==> src/rtl/video_pkg.sv <==
`default_nettype none
// ============================================================================
// Module      : video_pkg
// Description : Shared defaults, pixel type and stream-lock state encoding
//               for the video output stage.
// Revision    : 1.0 - initial release
// ============================================================================
package video_pkg;

  localparam int C_DATA_W   = 24;
  localparam int C_H_ACTIVE = 640;
  localparam int C_V_ACTIVE = 480;

  typedef logic [23:0] rgb_t;

  typedef enum logic [1:0] {
    WAIT_SOF = 2'd0,
    ARMED    = 2'd1,
    ACTIVE   = 2'd2
  } stream_state_e;

endpackage
`default_nettype wire

==> src/rtl/video_delay_line.sv <==
`default_nettype none
// ============================================================================
// Module      : video_delay_line
// Description : Fixed-depth shift register. Every stage resets
//               asynchronously to RESET_VAL so the output is idle before
//               the first real sample has propagated through.
// Ports       : clk, reset (async, active-high), d (WIDTH in), q (WIDTH out,
//               d delayed by DEPTH clocks)
// Revision    : 1.0 - initial release
// ============================================================================
module video_delay_line #(
  parameter int               WIDTH     = 1,
  parameter int               DEPTH     = 1,
  parameter logic [WIDTH-1:0] RESET_VAL = '0
) (
  input  logic             clk,
  input  logic             reset,
  input  logic [WIDTH-1:0] d,
  output logic [WIDTH-1:0] q
);

  logic [WIDTH-1:0] r_stage [DEPTH];

  always_ff @(posedge clk or posedge reset) begin
    if (reset) begin
      for (int i = 0; i < DEPTH; i++) begin
        r_stage[i] <= RESET_VAL;
      end
    end else begin
      r_stage[0] <= d;
      for (int i = 1; i < DEPTH; i++) begin
        r_stage[i] <= r_stage[i-1];
      end
    end
  end

  assign q = r_stage[DEPTH-1];

endmodule
`default_nettype wire

==> src/rtl/video_stream_out.sv <==
`default_nettype none
// ============================================================================
// Module      : video_stream_out
// Description : Output stage behind the timing generator. Locks a valid/ready
//               pixel stream to the raster using tuser (SOF) and tlast (EOL),
//               fills starved or unlocked active slots with FILL_COLOR and
//               drops back to SOF search on any framing error. Pixel and syncs
//               share one PIPE_LAT-deep delay line so they stay aligned.
// Ports       : clk, reset (async, active-high)
//               hsync_in/vsync_in/vde_in/x_in/y_in/start_of_frame_in/
//               end_of_line_in : raster from the timing generator
//               s_tdata/s_tvalid/s_tready/s_tuser/s_tlast : pixel stream
//               rgb_out/hsync_out/vsync_out/vde_out : aligned outputs
//               locked, underflow_cnt, resync_cnt : status
// Revision    : 1.0 - initial release
// ============================================================================
module video_stream_out
  import video_pkg::*;
#(
  parameter int                DATA_W     = C_DATA_W,
  parameter int                H_ACTIVE   = C_H_ACTIVE,
  parameter int                V_ACTIVE   = C_V_ACTIVE,
  parameter int                PIPE_LAT   = 2,
  parameter logic [DATA_W-1:0] FILL_COLOR = '0
) (
  input  logic              clk,
  input  logic              reset,
  input  logic              hsync_in,
  input  logic              vsync_in,
  input  logic              vde_in,
  input  logic [9:0]        x_in,
  input  logic [9:0]        y_in,
  input  logic              start_of_frame_in,
  input  logic              end_of_line_in,
  input  logic [DATA_W-1:0] s_tdata,
  input  logic              s_tvalid,
  output logic              s_tready,
  input  logic              s_tuser,
  input  logic              s_tlast,
  output logic [DATA_W-1:0] rgb_out,
  output logic              hsync_out,
  output logic              vsync_out,
  output logic              vde_out,
  output logic              locked,
  output logic [15:0]       underflow_cnt,
  output logic [7:0]        resync_cnt
);

  localparam int               C_DL_W   = DATA_W + 3;
  // Idle raster: black pixel, syncs deasserted (high), video disabled.
  localparam logic [C_DL_W-1:0] C_DL_RST = {{DATA_W{1'b0}}, 3'b110};
  localparam logic [9:0]        C_X_LAST = 10'(H_ACTIVE - 1);

  stream_state_e r_state;
  stream_state_e w_next_state;

  logic              w_ready;
  logic              w_hs;
  logic              w_take;
  logic              w_err;
  logic              w_underflow;
  logic [DATA_W-1:0] w_pix;
  logic              w_at_x_last;
  logic              r_locked;
  logic [15:0]       r_underflow_cnt;
  logic [7:0]        r_resync_cnt;
  logic [C_DL_W-1:0] w_dl_in;
  logic [C_DL_W-1:0] w_dl_out;
  logic              w_unused;

  // Line/frame geometry beyond the last-pixel column is implied by the
  // markers themselves, so these raster inputs are not needed for locking.
  assign w_unused = ^{(y_in < 10'(V_ACTIVE)), end_of_line_in};

  // --------------------------------------------------------------------------
  // Ready decode. In WAIT_SOF everything ahead of the SOF pixel is drained;
  // in ACTIVE a tuser pixel is held back until the raster reaches (0,0).
  // --------------------------------------------------------------------------
  always_comb begin
    w_ready = 1'b0;
    case (r_state)
      WAIT_SOF: w_ready = s_tvalid && !s_tuser;
      ARMED:    w_ready = start_of_frame_in && vde_in;
      ACTIVE:   w_ready = vde_in && !(s_tuser && !start_of_frame_in);
      default:  w_ready = 1'b0;
    endcase
  end

  assign s_tready    = w_ready && !reset;
  assign w_hs        = s_tvalid && w_ready;
  // Pixels drained while searching for SOF never reach the screen.
  assign w_take      = w_hs && (r_state != WAIT_SOF);
  assign w_at_x_last = (x_in == C_X_LAST);

  assign w_err = (r_state == ACTIVE) && vde_in &&
                 ((start_of_frame_in && (!s_tvalid || !s_tuser)) ||
                  (s_tvalid && s_tuser && !start_of_frame_in)    ||
                  (w_hs && s_tlast && !w_at_x_last)              ||
                  (w_hs && !s_tlast && w_at_x_last));

  // A starved slot is simply lost; any resulting offset shows up at the
  // next tlast check rather than being recovered here.
  assign w_underflow = (r_state == ACTIVE) && vde_in && !s_tvalid && !w_err;

  assign w_pix = w_take ? s_tdata : (vde_in ? FILL_COLOR : '0);

  // --------------------------------------------------------------------------
  // Lock FSM
  // --------------------------------------------------------------------------
  always_ff @(posedge clk or posedge reset) begin
    if (reset) begin
      r_state <= WAIT_SOF;
    end else begin
      r_state <= w_next_state;
    end
  end

  always_comb begin
    w_next_state = r_state;
    case (r_state)
      WAIT_SOF: if (s_tvalid && s_tuser) w_next_state = ARMED;
      ARMED:    if (w_hs)                w_next_state = ACTIVE;
      ACTIVE:   if (w_err)               w_next_state = WAIT_SOF;
      default:                           w_next_state = WAIT_SOF;
    endcase
  end

  // --------------------------------------------------------------------------
  // Status: locked tracks the state register exactly; counters saturate.
  // --------------------------------------------------------------------------
  always_ff @(posedge clk or posedge reset) begin
    if (reset) begin
      r_locked        <= 1'b0;
      r_underflow_cnt <= '0;
      r_resync_cnt    <= '0;
    end else begin
      r_locked <= (w_next_state == ACTIVE);
      if (w_underflow && (r_underflow_cnt != 16'hFFFF)) begin
        r_underflow_cnt <= r_underflow_cnt + 16'd1;
      end
      if (w_err && (r_resync_cnt != 8'hFF)) begin
        r_resync_cnt <= r_resync_cnt + 8'd1;
      end
    end
  end

  assign locked        = r_locked;
  assign underflow_cnt = r_underflow_cnt;
  assign resync_cnt    = r_resync_cnt;

  // --------------------------------------------------------------------------
  // Shared output pipeline
  // --------------------------------------------------------------------------
  assign w_dl_in = {w_pix, hsync_in, vsync_in, vde_in};

  video_delay_line #(
    .WIDTH     (C_DL_W),
    .DEPTH     (PIPE_LAT),
    .RESET_VAL (C_DL_RST)
  ) u_delay (
    .clk   (clk),
    .reset (reset),
    .d     (w_dl_in),
    .q     (w_dl_out)
  );

  assign {rgb_out, hsync_out, vsync_out, vde_out} = w_dl_out;

endmodule
`default_nettype wire

==> config.mk <==
export PLATFORM = sky130hd
export DESIGN_NAME = video_stream_out
export DESIGN_NICKNAME = d
export VERILOG_FILES = /design/src/rtl/video_pkg.sv /design/src/rtl/video_delay_line.sv /design/src/rtl/video_stream_out.sv
export SDC_FILE = /design/constraint.sdc
export NUM_CORES = 1
export LEC_CHECK = 0
export BUFFER_PORTS_ARGS = -buffer_cell sky130_fd_sc_hd__buf_4
export CAP_MARGIN = 20
export CORE_MARGIN = 1.5
export CORE_UTILIZATION = 40
export DETAILED_ROUTE_END_ITERATION = 7
export PLACE_DENSITY_LB_ADDON = 0.15
export SYNTH_ARGS = -nofsm -noshare
export SYNTH_HDL_FRONTEND = slang
export SYNTH_SLANG_ARGS = --single-unit
==> constraint.sdc <==
create_clock -name clk -period 3.9 [get_ports clk]
set_input_delay 0.195 -clock clk [delete_from_list [all_inputs] [get_ports clk]]
set_output_delay 0.195 -clock clk [all_outputs]
set_load 0.05 [all_outputs]
# --- After elaboration in Yosys (flattened, before gate mapping) ---
# Index checks and enable logic that the tools add are counted.
classes:
  n_addsub: 2
  reduce_logical: 34
  n_mux: 6
  eq_ne: 6
op_table:
  columns: ["op", "n"]
  rows:
  - ["24-bit 2-to-1 mux", 1]
  - ["1-bit logical AND", 20]
  - ["16-bit by 1-bit adder with 16-bit output (second input constant)", 1]
  - ["16-bit != test (second input constant)", 1]
  - ["10-bit equality test (second input constant)", 1]
  - ["8-bit by 1-bit adder with 8-bit output (second input constant)", 1]
  - ["1-bit zero test", 8]
  - ["8-bit != test (second input constant)", 1]
  - ["2-bit 2-to-1 mux", 3]
  - ["2-bit one-hot mux with 3 select lines", 1]
  - ["2-bit equality test (second input constant)", 2]
  - ["1-bit logical OR", 4]
  - ["1-bit one-hot mux with 3 select lines", 1]
  - ["2-bit by 1-bit equality test with 1-bit output (second input constant)", 1]
  - ["2-bit zero test", 1]
  - ["2-bit nonzero test", 1]
word_totals:
  word_cells: 54
  out_inout_bits: 53
  reg_bits: 81

# --- Depth between registers and ports, before layout ---
logic_depth:
  ltp_word: 14
  ltp_mapped: 9
  ltp_nobuf: 8

# --- Modules after synthesis ---
# A second synthesis with hierarchy kept.
hier_totals:
  hier_cells: 258
  hier_area_um2: 3239.4
by_module_without_submodules:
  columns: ["mod", "seq_area_each_um2", "area_each_um2", "cells_each", "instances"]
  rows:
  - ["video_stream_out", 675.6, 1676.6, 176, 1]
  - ["video_delay_line", 1356.3, 1562.7, 82, 1]

# --- Worst setup path after synthesis ---
# No wires, ideal clock.
synth_path:
  path_type: "flip-flop to output port"
  from: "reg r_state[0]"
  to: "out s_tready"
  n_path_buf: 0
  path_slack_ps: 1598
  path_stages_with_launch: 6
  t_arrival_ps: 2107
  required_ps: 3705
  path_cell_list: "dfrtp_1 -> inv_1 -> ha_1 -> nor2b_1 -> o211ai_1 -> a211oi_1"
synth_between:
  elab_chain_len: 3
  word_cells_on_any_way: 5
  cone_classes: "2 x eq/ne; 1 x mux; 2 x reduce/logical"
synth_rtl:
  columns: ["element", "line", "text"]
  rows:
  - ["start: declaration", "video_stream_out.sv:54", "stream_state_e r_state;"]
  - ["start signal: assignment", "video_stream_out.sv:114", "r_state <= w_next_state;"]
  - ["2-bit equality test, or another cell as far along", "video_stream_out.sv:81", "case (r_state)"]
  - ["1-bit one-hot mux with 3 select lines (*)", "video_stream_out.sv:81", null]
  - ["1-bit logical AND (*)", "video_stream_out.sv:89", "assign s_tready = w_ready && !reset;"]
  - ["end: declaration", "video_stream_out.sv:37", "output logic s_tready,"]
# Every way passes the cells marked *; elsewhere a longest branch is shown, timed or not.

# --- Final worst setup path ---
layout_path:
  from: "reg r_state[0]"
  to: "reg r_underflow_cnt[1] (netlist: underflow_cnt[1])"
layout_between:
  elab_chain_len: 11
  word_cells_on_any_way: 17
  cone_classes: "2 x eq/ne; 1 x mux; 14 x reduce/logical"
layout_rtl:
  columns: ["element", "line", "text"]
  rows:
  - ["2-bit equality test, or another cell as far along", "video_stream_out.sv:81, video_stream_out.sv:95, video_stream_out.sv:103", null]
  - ["1-bit one-hot mux with 3 select lines", "video_stream_out.sv:81", null]
  - ["1-bit logical AND", "video_stream_out.sv:90", "assign w_hs = s_tvalid && w_ready;"]
  - ["1-bit logical AND (2 in a row)", "video_stream_out.sv:98", "(w_hs && s_tlast && !w_at_x_last) ||"]
  - ["1-bit logical OR", "video_stream_out.sv:97", "(s_tvalid && s_tuser && !start_of_frame_in) ||"]
  - ["1-bit logical OR", "video_stream_out.sv:98", null]
  - ["1-bit logical AND", "video_stream_out.sv:95", "assign w_err = (r_state == ACTIVE) && vde_in &&"]
  - ["1-bit zero test", "video_stream_out.sv:103", "assign w_underflow = (r_state == ACTIVE) && vde_in && !s_tvalid && !w_err;"]
  - ["1-bit logical AND (*)", "video_stream_out.sv:103", null]
  - ["1-bit logical AND (*)", "video_stream_out.sv:138", "if (w_underflow && (r_underflow_cnt != 16'hFFFF)) begin"]
  - ["end signal: assignment", "video_stream_out.sv:139", "r_underflow_cnt <= r_underflow_cnt + 16'd1;"]
  - ["end: declaration", "video_stream_out.sv:65", "logic [15:0] r_underflow_cnt;"]
# Marked as above.
# A chain may end at the register's enable or synchronous reset.

==> flow_summary.json <==
{
  "outcome": "complete, but fails checks",
  "violations": "hold timing",
  "row_count": 32,
  "synth_fp_nets": 313,
  "vias_per_cell": 4.65,
  "worstReg2RegStart": "r_state[0]",
  "ys_seq_area_share_pct": 62.7,
  "place_inst": 424,
  "startpoint_type": "register",
  "grt_overflow_total": 0,
  "diodes": 0,
  "drv_slew": 0,
  "rr_endpoint": "underflow_cnt[1]",
  "leakage_nw": 2.18,
  "die_h_um": 93.0,
  "whs_ps": -14.6,
  "fin_skew_ps": 7.42,
  "syn_area_per_cell_um2": 12.8,
  "start_util_pct": 41.7,
  "yosys.cell_count.top_type": "dfrtp_1",
  "grt_pass1_vias": 2088,
  "clock-root-buffer": "clkbuf_8",
  "io_buffer_count": 95,
  "cts.clk_slew.worst_paths_ps": 80,
  "hold_class": "input pin to asynchronous set/reset pin",
  "insertion_delay_ps": 340,
  "gr-usage-all-layers_pct": 14.9,
  "clockBufferDepth": 2,
  "fin_area_mm2": 0.00416,
  "routed_wl_um": 5870,
  "r2r_slack_ps": 1540,
  "max_clock_freq_ghz": 0.424,
  "holdBufCountCts": 2,
  "synthTopCellsByCount": "77 x dfrtp_1, 24 x and2_1, 24 x buf_4, 15 x xor2_1, 12 x nand2_1",
  "synth_edf_count": 0,
  "rr_worst_depth": 6,
  "criticalPathCategory": "register to register",
  "pwr_density_cell_mw_per_mm2": 492,
  "drt_iter0_markers": 35,
  "max_slew_margin_pct": 45.1,
  "cts.sinks": 81,
  "cp_data_arrival_time_ps": 2590,
  "antenna_found_initial": 0,
  "cts_setup_buffers": 0,
  "hold_violations": 8,
  "setup_viol": 0,
  "netlist_instances": 253,
  "ys_top_cells_by_area": "dfrtp_1 59%, buf_4 5.6%, and2_1 4.6%",
  "dr_total_vias": 2054,
  "final_util_pct": 53.5,
  "grt_pass1_wl_um": 9940,
  "dieArea_mm2": 0.00865,
  "dpl.hpwl_um": 4110,
  "ys_ff_latch": 81,
  "crit_fanout": 16,
  "end_kind": "register",
  "yosysTopAreaCellShare_pct": 59.5,
  "core_mm2": 0.00777,
  "finalCriticalPeriod_ps": 2360,
  "htree_num_levels": 3,
  "tightestPinTransition_ps": 822,
  "worstPathRequired_ps": 4130,
  "firstDrtPassIters": 4,
  "cts_buffers": 9,
  "post-route-drc-count": 0,
  "synth_ff_type": "dfrtp_1",
  "cts_resized": 0,
  "final_cells": 442,
  "wl_per_cell_um": 13.3,
  "rsz0062_at_grt": "no",
  "max-vdd-ir-drop_mv": 0.270,
  "placed_area_mm2": 0.00389,
  "setup_tns_ps": 0,
  "synth_cell_types": 41,
  "ys_async_sr_fraction_pct": 100,
  "maxCapViolations": 0,
  "synth_top_area_cell": "dfrtp_1",
  "yosysWarnings": 0,
  "nNetsFinal": 395,
  "finalCritPeriodShare_pct": 60.5,
  "pin_count": 107,
  "syn2layout_area_growth_pct": 28.3,
  "crit_path_start": "r_state[0]",
  "tritoncts": "done",
  "ant_nets": 0,
  "drive_gt1_share_pct": 37.9,
  "grt_max_degree": 52,
  "place_congestion": 0.783,
  "die_w_um": 93.0,
  "synthesis.area_mm2": 0.00324
}
==> per-stage QoR <==
stage          worst slack, ps  total power [mW]
3_5_place_dp              1560              1.33
3_3_place_gp              1580              1.33
5_1_grt                   1420              2.15
4_1_cts                   1520              2.08
2_1_floorplan             1600              1.22
6_report                  1540              2.04
==> power by group <==
| part | switching, mW | leakage, nW | total, mW | internal, mW |
|---|---|---|---|---|
| Clock | 0.302 | 0.117 | 0.732 | 0.430 |
| Sequential | 0.0350 | 1.11 | 0.923 | 0.888 |
| Combinational | 0.247 | 0.958 | 0.389 | 0.143 |
==> routing by layer <==
layer,share of wire [%],wire (µm),global-route usage (%)
met5,0,0,0
met4,1.7,98,6.31
met3,5.9,346,4.96
met2,51,2980,23.9
met1,42,2440,18.5
==> cell type report <==
| class | instances | area (µm²) |
|---|---|---|
| Clock inverter | 6 | 115 |
| Multi-Input combinational cell | 137 | 980 |
| Tap cell | 102 | 128 |
| Timing Repair Buffer | 99 | 748 |
| Sequential cell | 81 | 2030 |
| Fill cell | 710 | 3610 |
| Inverter | 7 | 27.5 |
| Clock buffer | 10 | 128 |
==> flip-flops by register name (all words and copies together), names as in the netlist <==
register	count
resync_cnt	8
u_delay.r_stage	27
u_delay.q	27
locked	1
r_state	2
underflow_cnt	16
==> cells by family after synthesis <==
logic type                 synth area share [%]
xor gates and xnor gates                   5.95
and+or+nand+nor                            16.8
DFF                                        62.7
AOI/OAI and AO/OA                          4.48
buffers and inverters                      7.07
muxes                                     0.695
adders and majority gates                  2.32
==> worst max-delay path by stage <==
stage,cells past startpoint,to
2_1_floorplan,5,s_tready
3_3_place_gp,6,underflow_cnt[1]
3_5_place_dp,6,underflow_cnt[1]
4_1_cts,6,underflow_cnt[1]
5_1_grt,6,underflow_cnt[1]
6_report,6,underflow_cnt[1]
==> placed cells by master (no fill, tap or decap), types with 3 or more instances in the layout <==
master     Yosys  final
nand2_1       12     12
nand4_1        7      7
clkbuf_8       0      9
and2_1        24     24
dfrtp_1       77     77
nor3_1         3      3
nor3_2         3      3
and3_1         5      5
inv_1          7      6
buf_4         24     97
dfstp_2        4      4
a21oi_1        3      3
xnor2_1        7      7
nand3_1       11     11
nor4_1         4      4
nor2b_1        3      3
xor2_1        15     15
bufinv_16      0      3
nor2_1         9      9
ha_1           6      6
==> worst max-delay path, cell delays in order, from the launching register on <==
cell and delay, ps:
dfrtp_1 410, inv_1 110, ha_1 260, or2b_1 270, o311a_2 390, o21ai_4 420, mux2_2 390
(Power assumes the default switching activity.)
